[src/rtl/lab3_divider_datapath_if.sv]
// Purpose: bundles the switch/button inputs and display outputs of the lab3 divider datapath.
// Ports  : master = push-button controller / board side (drives operands and controls, reads result),
//          slave  = divider datapath (reads operands and controls, drives RESULT/BUSY/DONE/DIV_BY_ZERO).
// Signal names follow the board-level names used by the upstream controller.
interface lab3_divider_datapath_if #(
  parameter int WIDTH = 8
);
  logic [WIDTH-1:0] SWITCHES;
  logic             dividendLOAD;
  logic             divisorLOAD;
  logic             trigger;
  logic             remainderDISPLAY;
  logic [WIDTH-1:0] RESULT;
  logic             BUSY;
  logic             DONE;
  logic             DIV_BY_ZERO;

  modport master (
    output SWITCHES, dividendLOAD, divisorLOAD, trigger, remainderDISPLAY,
    input  RESULT, BUSY, DONE, DIV_BY_ZERO
  );

  modport slave (
    input  SWITCHES, dividendLOAD, divisorLOAD, trigger, remainderDISPLAY,
    output RESULT, BUSY, DONE, DIV_BY_ZERO
  );
endinterface

[src/rtl/lab3_divider_datapath.sv]
// Purpose: sequential restoring divider, one quotient bit per cycle, started on a trigger rising edge.
// Latency: WIDTH RUN cycles from start to DONE (+1 FIXUP cycle with LAB3_SIGNED_EN); RESULT lags one cycle.
// Backpressure: none; loads are ignored and trigger edges are dropped while RUN is active.
// Ports: CLK, RESET (sync, active-high), dp_if (slave modport: SWITCHES, dividendLOAD, divisorLOAD,
//        trigger, remainderDISPLAY in; RESULT, BUSY, DONE, DIV_BY_ZERO out).
// Optional: define LAB3_SIGNED_EN for two's-complement operands (adds a FIXUP state).
module lab3_divider_datapath #(
  parameter int WIDTH = 8
) (
  input  logic                  CLK,
  input  logic                  RESET,
  lab3_divider_datapath_if.slave dp_if
);

  localparam int CW = (WIDTH > 2) ? $clog2(WIDTH) : 1;
  localparam logic [CW-1:0] LAST_CNT = CW'(WIDTH - 1);

`ifdef LAB3_SIGNED_EN
  typedef enum logic [1:0] {IDLE = 2'd0, RUN = 2'd1, FIN = 2'd2, FIXUP = 2'd3} state_t;

  function automatic logic [WIDTH-1:0] neg(input logic [WIDTH-1:0] v);
    return (~v) + WIDTH'(1);
  endfunction

  // Magnitude of a two's-complement value; the most-negative value maps to
  // 2^(WIDTH-1), which still fits as an unsigned WIDTH-bit number.
  function automatic logic [WIDTH-1:0] mag(input logic [WIDTH-1:0] v);
    return v[WIDTH-1] ? neg(v) : v;
  endfunction
`else
  typedef enum logic [1:0] {IDLE = 2'd0, RUN = 2'd1, FIN = 2'd2} state_t;
`endif

  state_t           state_q, state_d;
  logic             trig_q, trig_d;
  logic [WIDTH-1:0] dividend_q, dividend_d;
  logic [WIDTH-1:0] divisor_q, divisor_d;
  logic [WIDTH-1:0] dvs_q, dvs_d;       // divisor as used by the core (magnitude in signed mode)
  logic [WIDTH-1:0] a_q, a_d;           // partial remainder; always < divisor between iterations
  logic [WIDTH-1:0] qsh_q, qsh_d;       // dividend shifting out / quotient shifting in
  logic [CW-1:0]    cnt_q, cnt_d;
  logic [WIDTH-1:0] quot_q, quot_d;
  logic [WIDTH-1:0] rem_q, rem_d;
  logic [WIDTH-1:0] result_q, result_d;
  logic             dbz_q, dbz_d;
`ifdef LAB3_SIGNED_EN
  logic             neg_quo_q, neg_quo_d;
  logic             neg_rem_q, neg_rem_d;
`endif

  logic             start;
  logic             load_any;
  logic [WIDTH:0]   shifted;            // {A,Q} << 1, upper WIDTH+1 bits
  logic [WIDTH:0]   trial;
  logic             fits;
  logic [WIDTH-1:0] a_step;
  logic [WIDTH-1:0] q_step;

  always_comb begin
    state_d    = state_q;
    trig_d     = dp_if.trigger;
    dividend_d = dividend_q;
    divisor_d  = divisor_q;
    dvs_d      = dvs_q;
    a_d        = a_q;
    qsh_d      = qsh_q;
    cnt_d      = cnt_q;
    quot_d     = quot_q;
    rem_d      = rem_q;
    dbz_d      = dbz_q;
    result_d   = dp_if.remainderDISPLAY ? rem_q : quot_q;
`ifdef LAB3_SIGNED_EN
    neg_quo_d  = neg_quo_q;
    neg_rem_d  = neg_rem_q;
`endif

    start    = dp_if.trigger & ~trig_q;
    load_any = dp_if.dividendLOAD | dp_if.divisorLOAD;

    // One restoring step. With A < divisor the shifted value is below 2*divisor,
    // so the MSB of the WIDTH+1-bit trial difference is exactly its sign.
    shifted = {a_q, qsh_q[WIDTH-1]};
    trial   = shifted - {1'b0, dvs_q};
    fits    = ~trial[WIDTH];
    a_step  = fits ? trial[WIDTH-1:0] : shifted[WIDTH-1:0];
    q_step  = {qsh_q[WIDTH-2:0], fits};

    case (state_q)
      IDLE, FIN: begin
        if (dp_if.dividendLOAD) dividend_d = dp_if.SWITCHES;
        if (dp_if.divisorLOAD)  divisor_d  = dp_if.SWITCHES;
        if (load_any) begin
          // A load always wins over a simultaneous start and invalidates the result.
          state_d = IDLE;
          dbz_d   = 1'b0;
        end else if (start) begin
          dbz_d = 1'b0;
          if (divisor_q == '0) begin
            state_d = FIN;
            quot_d  = '1;
            rem_d   = dividend_q;
            dbz_d   = 1'b1;
          end else begin
            state_d = RUN;
            a_d     = '0;
            cnt_d   = '0;
`ifdef LAB3_SIGNED_EN
            qsh_d     = mag(dividend_q);
            dvs_d     = mag(divisor_q);
            neg_quo_d = dividend_q[WIDTH-1] ^ divisor_q[WIDTH-1];
            neg_rem_d = dividend_q[WIDTH-1];
`else
            qsh_d     = dividend_q;
            dvs_d     = divisor_q;
`endif
          end
        end
      end

      RUN: begin
        a_d   = a_step;
        qsh_d = q_step;
        cnt_d = cnt_q + CW'(1);
        if (cnt_q == LAST_CNT) begin
`ifdef LAB3_SIGNED_EN
          state_d = FIXUP;
`else
          state_d = FIN;
          quot_d  = q_step;
          rem_d   = a_step;
`endif
        end
      end

`ifdef LAB3_SIGNED_EN
      FIXUP: begin
        // Truncation toward zero: quotient sign from operand signs, remainder
        // follows the dividend. -max/-1 wraps back to the most-negative value.
        quot_d  = neg_quo_q ? neg(qsh_q) : qsh_q;
        rem_d   = neg_rem_q ? neg(a_q) : a_q;
        state_d = FIN;
      end
`endif

      default: state_d = IDLE;
    endcase
  end

  always_ff @(posedge CLK) begin
    if (RESET) begin
      state_q    <= IDLE;
      trig_q     <= 1'b0;
      dividend_q <= '0;
      divisor_q  <= '0;
      dvs_q      <= '0;
      a_q        <= '0;
      qsh_q      <= '0;
      cnt_q      <= '0;
      quot_q     <= '0;
      rem_q      <= '0;
      result_q   <= '0;
      dbz_q      <= 1'b0;
`ifdef LAB3_SIGNED_EN
      neg_quo_q  <= 1'b0;
      neg_rem_q  <= 1'b0;
`endif
    end else begin
      state_q    <= state_d;
      trig_q     <= trig_d;
      dividend_q <= dividend_d;
      divisor_q  <= divisor_d;
      dvs_q      <= dvs_d;
      a_q        <= a_d;
      qsh_q      <= qsh_d;
      cnt_q      <= cnt_d;
      quot_q     <= quot_d;
      rem_q      <= rem_d;
      result_q   <= result_d;
      dbz_q      <= dbz_d;
`ifdef LAB3_SIGNED_EN
      neg_quo_q  <= neg_quo_d;
      neg_rem_q  <= neg_rem_d;
`endif
    end
  end

  assign dp_if.RESULT      = result_q;
  assign dp_if.BUSY        = (state_q == RUN);
  assign dp_if.DONE        = (state_q == FIN);
  assign dp_if.DIV_BY_ZERO = dbz_q;

endmodule

[src/flat_wrapper.sv]
// flat-port wrapper written by rule: the top's interface ports become plain ports
module lab3_divider_datapath_flat 
#(
  parameter int WIDTH = 8
)
  (CLK, RESET, dp_if_SWITCHES, dp_if_dividendLOAD, dp_if_divisorLOAD, dp_if_trigger, dp_if_remainderDISPLAY, dp_if_RESULT, dp_if_BUSY, dp_if_DONE, dp_if_DIV_BY_ZERO);
  lab3_divider_datapath_if #(.WIDTH(WIDTH)) dp_if_i ();
  input  logic CLK;
  input  logic RESET;
  input wire logic [$bits(dp_if_i.SWITCHES)-1:0] dp_if_SWITCHES;
  input wire logic [$bits(dp_if_i.dividendLOAD)-1:0] dp_if_dividendLOAD;
  input wire logic [$bits(dp_if_i.divisorLOAD)-1:0] dp_if_divisorLOAD;
  input wire logic [$bits(dp_if_i.trigger)-1:0] dp_if_trigger;
  input wire logic [$bits(dp_if_i.remainderDISPLAY)-1:0] dp_if_remainderDISPLAY;
  output wire logic [$bits(dp_if_i.RESULT)-1:0] dp_if_RESULT;
  output wire logic [$bits(dp_if_i.BUSY)-1:0] dp_if_BUSY;
  output wire logic [$bits(dp_if_i.DONE)-1:0] dp_if_DONE;
  output wire logic [$bits(dp_if_i.DIV_BY_ZERO)-1:0] dp_if_DIV_BY_ZERO;
  assign dp_if_i.SWITCHES = dp_if_SWITCHES;
  assign dp_if_i.dividendLOAD = dp_if_dividendLOAD;
  assign dp_if_i.divisorLOAD = dp_if_divisorLOAD;
  assign dp_if_i.trigger = dp_if_trigger;
  assign dp_if_i.remainderDISPLAY = dp_if_remainderDISPLAY;
  assign dp_if_RESULT = dp_if_i.RESULT;
  assign dp_if_BUSY = dp_if_i.BUSY;
  assign dp_if_DONE = dp_if_i.DONE;
  assign dp_if_DIV_BY_ZERO = dp_if_i.DIV_BY_ZERO;
  lab3_divider_datapath #(.WIDTH(WIDTH)) u_core (.CLK(CLK), .RESET(RESET), .dp_if(dp_if_i));
endmodule
[config.mk]
export PLATFORM = sky130hd
export DESIGN_NAME = lab3_divider_datapath_flat
export DESIGN_NICKNAME = d
export VERILOG_FILES = /design/src/rtl/lab3_divider_datapath_if.sv /design/src/rtl/lab3_divider_datapath.sv /design/src/flat_wrapper.sv
export SDC_FILE = /design/constraint.sdc
export NUM_CORES = 1
export LEC_CHECK = 0
export CORE_MARGIN = 2
export CORE_UTILIZATION = 55
export CTS_CLUSTER_SIZE = 24
export DETAILED_ROUTE_END_ITERATION = 8
export PLACE_DENSITY = 0.76
export SLEW_MARGIN = 20
export SYNTH_ARGS = -nofsm -noshare
export SYNTH_HDL_FRONTEND = slang
export SYNTH_SLANG_ARGS = --single-unit
export TNS_END_PERCENT = 10
[constraint.sdc]
create_clock -name CLK -period 3.4 [get_ports CLK]
set_clock_uncertainty 0.2 [all_clocks]
set_input_delay 0.51 -clock CLK [delete_from_list [all_inputs] [get_ports CLK]]
set_output_delay 0.51 -clock CLK [all_outputs]
set_load 0.02 [all_outputs]
==> results of run 1 <==
per-stage QoR:
stage	instances	setup WS (ns)
after CTS	498	0.512
final	498	0.497
after detailed placement	483	0.574
after floorplan	401	0.940
after global routing	498	0.329
after global placement	483	0.634
tightest hold or removal path, delay by kind of cell, from the launching register on:
family / cells / cell delay (ns)
flip-flops: 1 / 0.31
AO/OA/AOI/OAI: 1 / 0.05
AND/OR/NAND/NOR: 1 / 0.05
area by class of cell:
class | instances | area [sq um] | share of cell area
clock buffer | 11 | 151 | 0.0389
clock inverter | 4 | 77.6 | 0.0200
inverter | 17 | 63.8 | 0.0164
multi-input combinational | 290 | 1800 | 0.463
sequential | 71 | 1420 | 0.366
tap | 75 | 93.8 | 0.0241
timing repair buffer | 30 | 280 | 0.0721
power by group:
part / internal [W] / switching, W / total (W)
sequential: 0.000861 / 0.0000252 / 0.000886
clock: 0.000453 / 0.000313 / 0.000766
combinational: 0.0000877 / 0.000132 / 0.000219
Yosys cell counts (2+ instances only):
cell / n
nand2_1: 75
dfxtp_1: 71
nor2_1: 47
a21oi_1: 32
inv_1: 16
clkbuf_1: 12
mux2i_1: 11
ha_1: 10
a211oi_1: 9
nand3_1: 8
o21ai_0: 8
a311oi_1: 6
nand2b_1: 6
nand4_1: 6
nor2b_1: 6
a31oi_1: 5
buf_2: 5
nor3_1: 5
o211ai_1: 5
xor2_1: 4
a311oi_2: 3
buf_4: 3
o31ai_1: 3
a2111o_1: 2
a211oi_2: 2
a211oi_4: 2
a22oi_1: 2
and2_1: 2
buf_1: 2
nor3b_1: 2
nor4_4: 2
o211a_1: 2
o211ai_2: 2
o221a_2: 2
or3_1: 2
xnor2_1: 2
per-layer routing:
metal	global-route usage	up-vias	share of wire
met5	0	-	0
met4	0.0918	0	0.015
met2	0.401	102	0.46
li1	-	1448	-
met3	0.0565	11	0.053
met1	0.334	1383	0.47
layout by cell type (no fill, tap or decap), drive strengths merged, types with 3 or more instances in the layout:
cell type,n
buf,7
nand3,8
nand2,76
nand2b,6
nor2,47
mux2i,11
a311oi,9
a21oi,33
o211ai,8
ha,10
nor3,5
xor2,4
clkdlybuf4s50,23
clkbuf,11
o21ai,9
dfxtp,71
nor2b,6
inv,18
o31ai,3
nand4,7
a211oi,13
a31oi,5
registers in the layout, summed over array words and instances, names as in the netlist, 3 cells and up:
register,cells
u_core.a_q,8
u_core.cnt_q,3
u_core.dividend_q,8
u_core.divisor_q,8
u_core.dp_if.RESULT,8
u_core.dvs_q,8
u_core.qsh_q,8
u_core.quot_q,8
u_core.rem_q,8
cell families (layout without fill, tap and decap cells):
group                    Yosys count  after routing
adder cells (fa/ha/maj)           11             11
AND/OR/NAND/NOR                  164            164
flip-flops                        71             71
buffers and inverters             40             62
AO/OA/AOI/OAI                     98             98
multiplexers                      11             11
XOR/XNOR                           6              6
how the worst max path moves through the flow:
stage,startpoint,end,slack [ns],cells after the start
final,u_core.qsh_q[7],u_core.qsh_q[0],0.50,10
after global routing,u_core.qsh_q[7],u_core.qsh_q[0],0.33,10
after CTS,u_core.qsh_q[7],u_core.qsh_q[0],0.51,10
after detailed placement,u_core.qsh_q[7],u_core.a_q[3],0.57,10
after global placement,u_core.qsh_q[7],u_core.rem_q[2],0.63,9
after floorplan,u_core.qsh_q[7],u_core.a_q[4],0.94,10
==> impl_metrics.py, run 1 <==
metrics = {
    "status": {
        "status": "finished, final reports clean",
    },
    "synth": {
        "synth_area_leaders": "dfxtp_1 42%, nand2_1 8.3%, nor2_1 5.2%",
        "avgSynthCellArea_sq_um": 8.47,
        "synth-simple-area-share": 0.219,
        "synth_top_family_by_area": "compound AO/OA/AOI/OAI gates",
        "synth-compound-area-share": 0.220,
        "yosys.area.top_type_share": 0.419,
        "synthArstFlopShare": 0,
        "yosysUniqueCellTypes": 55,
        "yosys.area.top_type": "dfxtp_1",
        "synth_edf_count": 0,
        "syn-num-nets": 426,
        "yosysSeqAreaShare": 0.419,
        "synthAdderAreaFrac": 0.0427,
        "syn_area_sq_um": 3400,
        "synth-xor-area-share": 0.0155,
        "yosysWarnings": 0,
        "synth_seq_cells": 71,
        "synth.area.mux_share": 0.0324,
        "synth-main-ff-cell": "dfxtp_1",
        "synthCells": 401,
    },
    "cts": {
        "cts_repair_resize_count": 0,
        "clk_pin_slew_ns": 0.07,
        "ctsRootBufferMaster": "clkbuf_8",
        "clock-sinks": 71,
        "cts_tree": "built",
        "post_cts_buffers": 0,
        "htreeDepth": 3,
        "worst_skew_pair.late_latency_ns": 0.35,
        "holdBufCountCts": 0,
        "clk_path_buf_depth": 2,
        "numCtsBuffers": 9,
    },
    "job": {
        "drv_cap": 0,
    },
    "setup_path": {
        "r2r_end": "u_core.qsh_q[0]",
        "cp_max_fo": 7,
        "reg2reg_depth": 10,
        "path_buf_inv": 3,
        "critical_path.top_delay_family": "compound AO/OA/AOI/OAI gates",
        "rrSetupSlack_ns": 0.50,
        "cp_slowest_stage_delay_ns": 0.54,
        "cp_slowest_cell": "a211oi_2",
        "path_class": "flop to flop",
        "end_kind": "flop",
        "cp.arrival_ns": 2.96,
        "critPathRequiredTime_ns": 3.46,
        "r2r_start": "u_core.qsh_q[7]",
        "start_kind": "flop",
        "cp_cell_sequence": "inv_1 -> ha_1 -> inv_1 -> fa_1 -> a211oi_4 -> o211ai_2 -> a211oi_2 -> buf_4 -> nor2_1 -> a311oi_2",
        "worst_path_most_repeated_cell": "inv_1",
    },
    "grt": {
        "grt_pass1_vias": 2729,
        "grt_use_total": 0.252,
        "antenna_found_initial": 0,
        "grt_max_degree": 34,
        "gr-total-overflow": 0,
        "grt_pass1_wl_mm": 12.9,
    },
    "routing": {
        "postRouteAntennaNets": 0,
        "drtIter0Drc": 211,
        "routed_wl_mm": 7.78,
        "drc": 0,
        "vias_per_cell": 5.91,
        "first_pass_iters": 4,
        "num_vias": 2944,
        "avgRoutedWirePerCell_um": 15.6,
    },
    "placement": {
        "dp_hpwl_mm": 5.71,
        "place.gp.congestion": 0.872,
        "place_area_sq_um": 3660,
        "port-buffer-count": 24,
    },
    "power_and_ir_drop": {
        "max-vdd-ir-drop_v": 0.000292,
        "p_leak_nw": 1.48,
        "powerDensity_nw_per_um2": 481,
        "finalPower_w": 0.00187,
    },
    "sta": {
        "rsz0062_at_grt": "false",
        "fin_setup_tns_ns": 0,
        "holdWs_ns": 0.257,
        "max_freq_ghz": 0.344,
        "hold_viol": 0,
        "min_period_over_period": 0.854,
        "tightest_slew_ns": 0.796,
        "finalCriticalPeriod_ns": 2.90,
        "slew_headroom": 0.456,
        "report.final.slew_viol_count": 0,
        "finalSetupViolations": 0,
    },
    "worst_hold_path": {
        "min_path_type": "flop to flop",
        "hp-start": "u_core.dvs_q[5]",
        "holdPathEnd": "u_core.dvs_q[5]",
        "hold_depth": 2,
    },
    "final_layout": {
        "fillCellCount": 518,
        "final_area_sq_um": 3890,
        "final_nets": 444,
        "drive_gt1_frac": 0.0946,
        "syn2layout_area_growth_pct": 14.5,
        "final_core_util": 0.653,
        "diodes": 0,
    },
    "floorplan": {
        "die_h_um": 82.6,
        "ios": 25,
        "start_util": 0.570,
        "std_cell_rows": 28,
        "fp.coreArea_sq_um": 5960,
        "die_w_um": 82.6,
        "dieArea_sq_um": 6820,
    },
}
Note: power is estimated with default switching activity, not from simulation.
==> run 2, diff against run 1 <==
Settings changed: DONT_BUFFER_PORTS set to 1, PLACE_DENSITY 0.76 to 0.7.
==> run 2 against run 1 <==
  * Non-clock buffer count fell by 27
  * Clock-buffer cell count grew 1
  * Via count decreased by 4.9%
  * Sequential share of layout area is 2.6 points higher
  * Highest routed layer unchanged
==> impl_metrics.py, run 2 (synthesized netlist as in run 1, its figures left out) <==
metrics = {
    "job": {
        "drv_cap": 0,
    },
    "grt": {
        "grt_pass1_wl_mm": 12.1,
        "grt_pass1_vias": 2498,
        "top_usage_layer": "met2",
        "gr-usage-met3": 0.0685,
        "grt_use_total": 0.239,
        "gr-total-overflow": 0,
        "grt_max_degree": 64,
        "grt_use_met2": 0.350,
        "use_met1": 0.331,
        "antenna_found_initial": 0,
    },
    "final_layout": {
        "mostFrequentLayoutCells": "75 x nand2_1, 71 x dfxtp_1, 47 x nor2_1",
        "syn2layout_area_growth_pct": 6.96,
        "final_nets": 417,
        "drive_gt1_frac": 0.0907,
        "diodes": 0,
        "layout_commonest_cell": "nand2_1",
    },
    "cts": {
        "htreeDepth": 3,
        "cts_repair_resize_count": 0,
        "clock-sinks": 71,
        "holdBufCountCts": 0,
        "numCtsBuffers": 9,
        "cts_tree": "built",
        "worst_skew_pair.late_latency_ns": 0.35,
        "clk_path_buf_depth": 2,
        "post_cts_buffers": 0,
        "ctsRootBufferMaster": "clkbuf_8",
        "clk_pin_slew_ns": 0.08,
    },
    "setup_path": {
        "end_kind": "flop",
        "cp_max_fo": 6,
        "critPathRequiredTime_ns": 3.43,
        "cp.arrival_ns": 2.72,
        "path_class": "flop to flop",
        "start_kind": "flop",
    },
    "placement": {
        "place.gp.congestion": 0.899,
        "port-buffer-count": 0,
        "dp_hpwl_mm": 5.32,
        "place_ws_ns": 0.714,
    },
    "sta": {
        "finalSetupViolations": 0,
        "report.final.slew_viol_count": 0,
        "max_freq_ghz": 0.372,
        "finalCriticalPeriod_ns": 2.69,
        "fin_setup_tns_ns": 0,
        "rsz0062_at_grt": "false",
        "min_period_over_period": 0.790,
        "fin_ws_ns": 0.713,
        "slew_headroom": 0.437,
        "tightest_slew_ns": 0.839,
        "hold_viol": 0,
    },
    "routing": {
        "avgRoutedWirePerCell_um": 15.9,
        "postRouteAntennaNets": 0,
        "drtIter0Drc": 216,
        "routed_wl_mm": 7.53,
        "vias_per_cell": 5.93,
        "drc": 0,
        "first_pass_iters": 5,
        "num_vias": 2799,
    },
    "power_and_ir_drop": {
        "pwr-share-seq": 0.483,
        "max-vdd-ir-drop_v": 0.000396,
        "internal_power_w": 0.00138,
        "powerDensity_nw_per_um2": 506,
        "pwr-share-clk": 0.421,
        "p_leak_nw": 1.37,
        "switching_share": 0.247,
        "p_sw_w": 0.000454,
        "combPwrFrac": 0.096,
    },
    "floorplan": {
        "ios": 25,
        "std_cell_rows": 28,
        "die_h_um": 82.6,
        "start_util": 0.570,
        "fp.coreArea_sq_um": 5960,
        "dieArea_sq_um": 6820,
        "die_w_um": 82.6,
    },
    "status": {
        "status": "finished, final reports clean",
    },
    "worst_hold_path": {
        "min_path_type": "input port to flop",
    },
}
==> run 2: cell type report <==
type | instances | area, sq um
fillers | 533 | 2320
multi-input cells | 290 | 1800
flip-flops and latches | 71 | 1420
clock buffers | 12 | 155
well taps | 75 | 93.8
clock inverters | 4 | 76.3
inverters | 17 | 63.8
repair buffers | 3 | 22.5
==> run 2: per-layer routing <==
layer,wire length (um),part of all wire,vias to the layer above
li1,-,-,1392
met1,3590,0.48,1293
met2,3240,0.43,94
met3,514,0.068,20
met4,183,0.024,0
met5,0,0,-
==> run 2: per-stage QoR <==
step	instance area [sq um]	std cells	power, W	hold WS [ns]	util
after floorplan	3400	401	0.00106	0.236	-
after global placement	3400	456	0.00108	0.239	0.571
after detailed placement	3400	456	0.00108	0.244	0.571
after CTS	3630	472	0.00185	0.0132	0.610
after global routing	3630	472	0.00190	0.0211	0.610
final	3630	472	0.00184	0.0333	0.610
==> run 2: worst paths after layout <==
kind                                       from                      to  slack [ns]  cells past startpoint
worst max-delay path            u_core.qsh_q[7]         u_core.rem_q[2]        0.71                      9
worst min register to register  u_core.dvs_q[6]         u_core.dvs_q[6]        0.25                      2
worst max register to register  u_core.qsh_q[7]         u_core.rem_q[2]        0.71                      9
worst min-delay path                      RESET  u_core.dp_if.RESULT[7]        0.03                      1
==> run 2: worst max-delay path, stage by stage (launching register included) <==
cell and delay (ns):
dfxtp_1 0.33, inv_1 0.07, ha_1 0.15, inv_1 0.05, fa_1 0.43, a211oi_4 0.33, o211ai_2 0.15, a2111oi_0 0.61
a211o_1 0.20, a211oi_2 0.06
==> run 2: power groups by stage <==
stage,registers (W),logic (W),clock network (W)
floorplan,0.000899,0.000159,0
global placement,0.000906,0.000171,0
detailed placement,0.000907,0.000173,0
CTS,0.000887,0.000174,0.000789
global route,0.000891,0.000194,0.000815
finish,0.000888,0.000176,0.000775
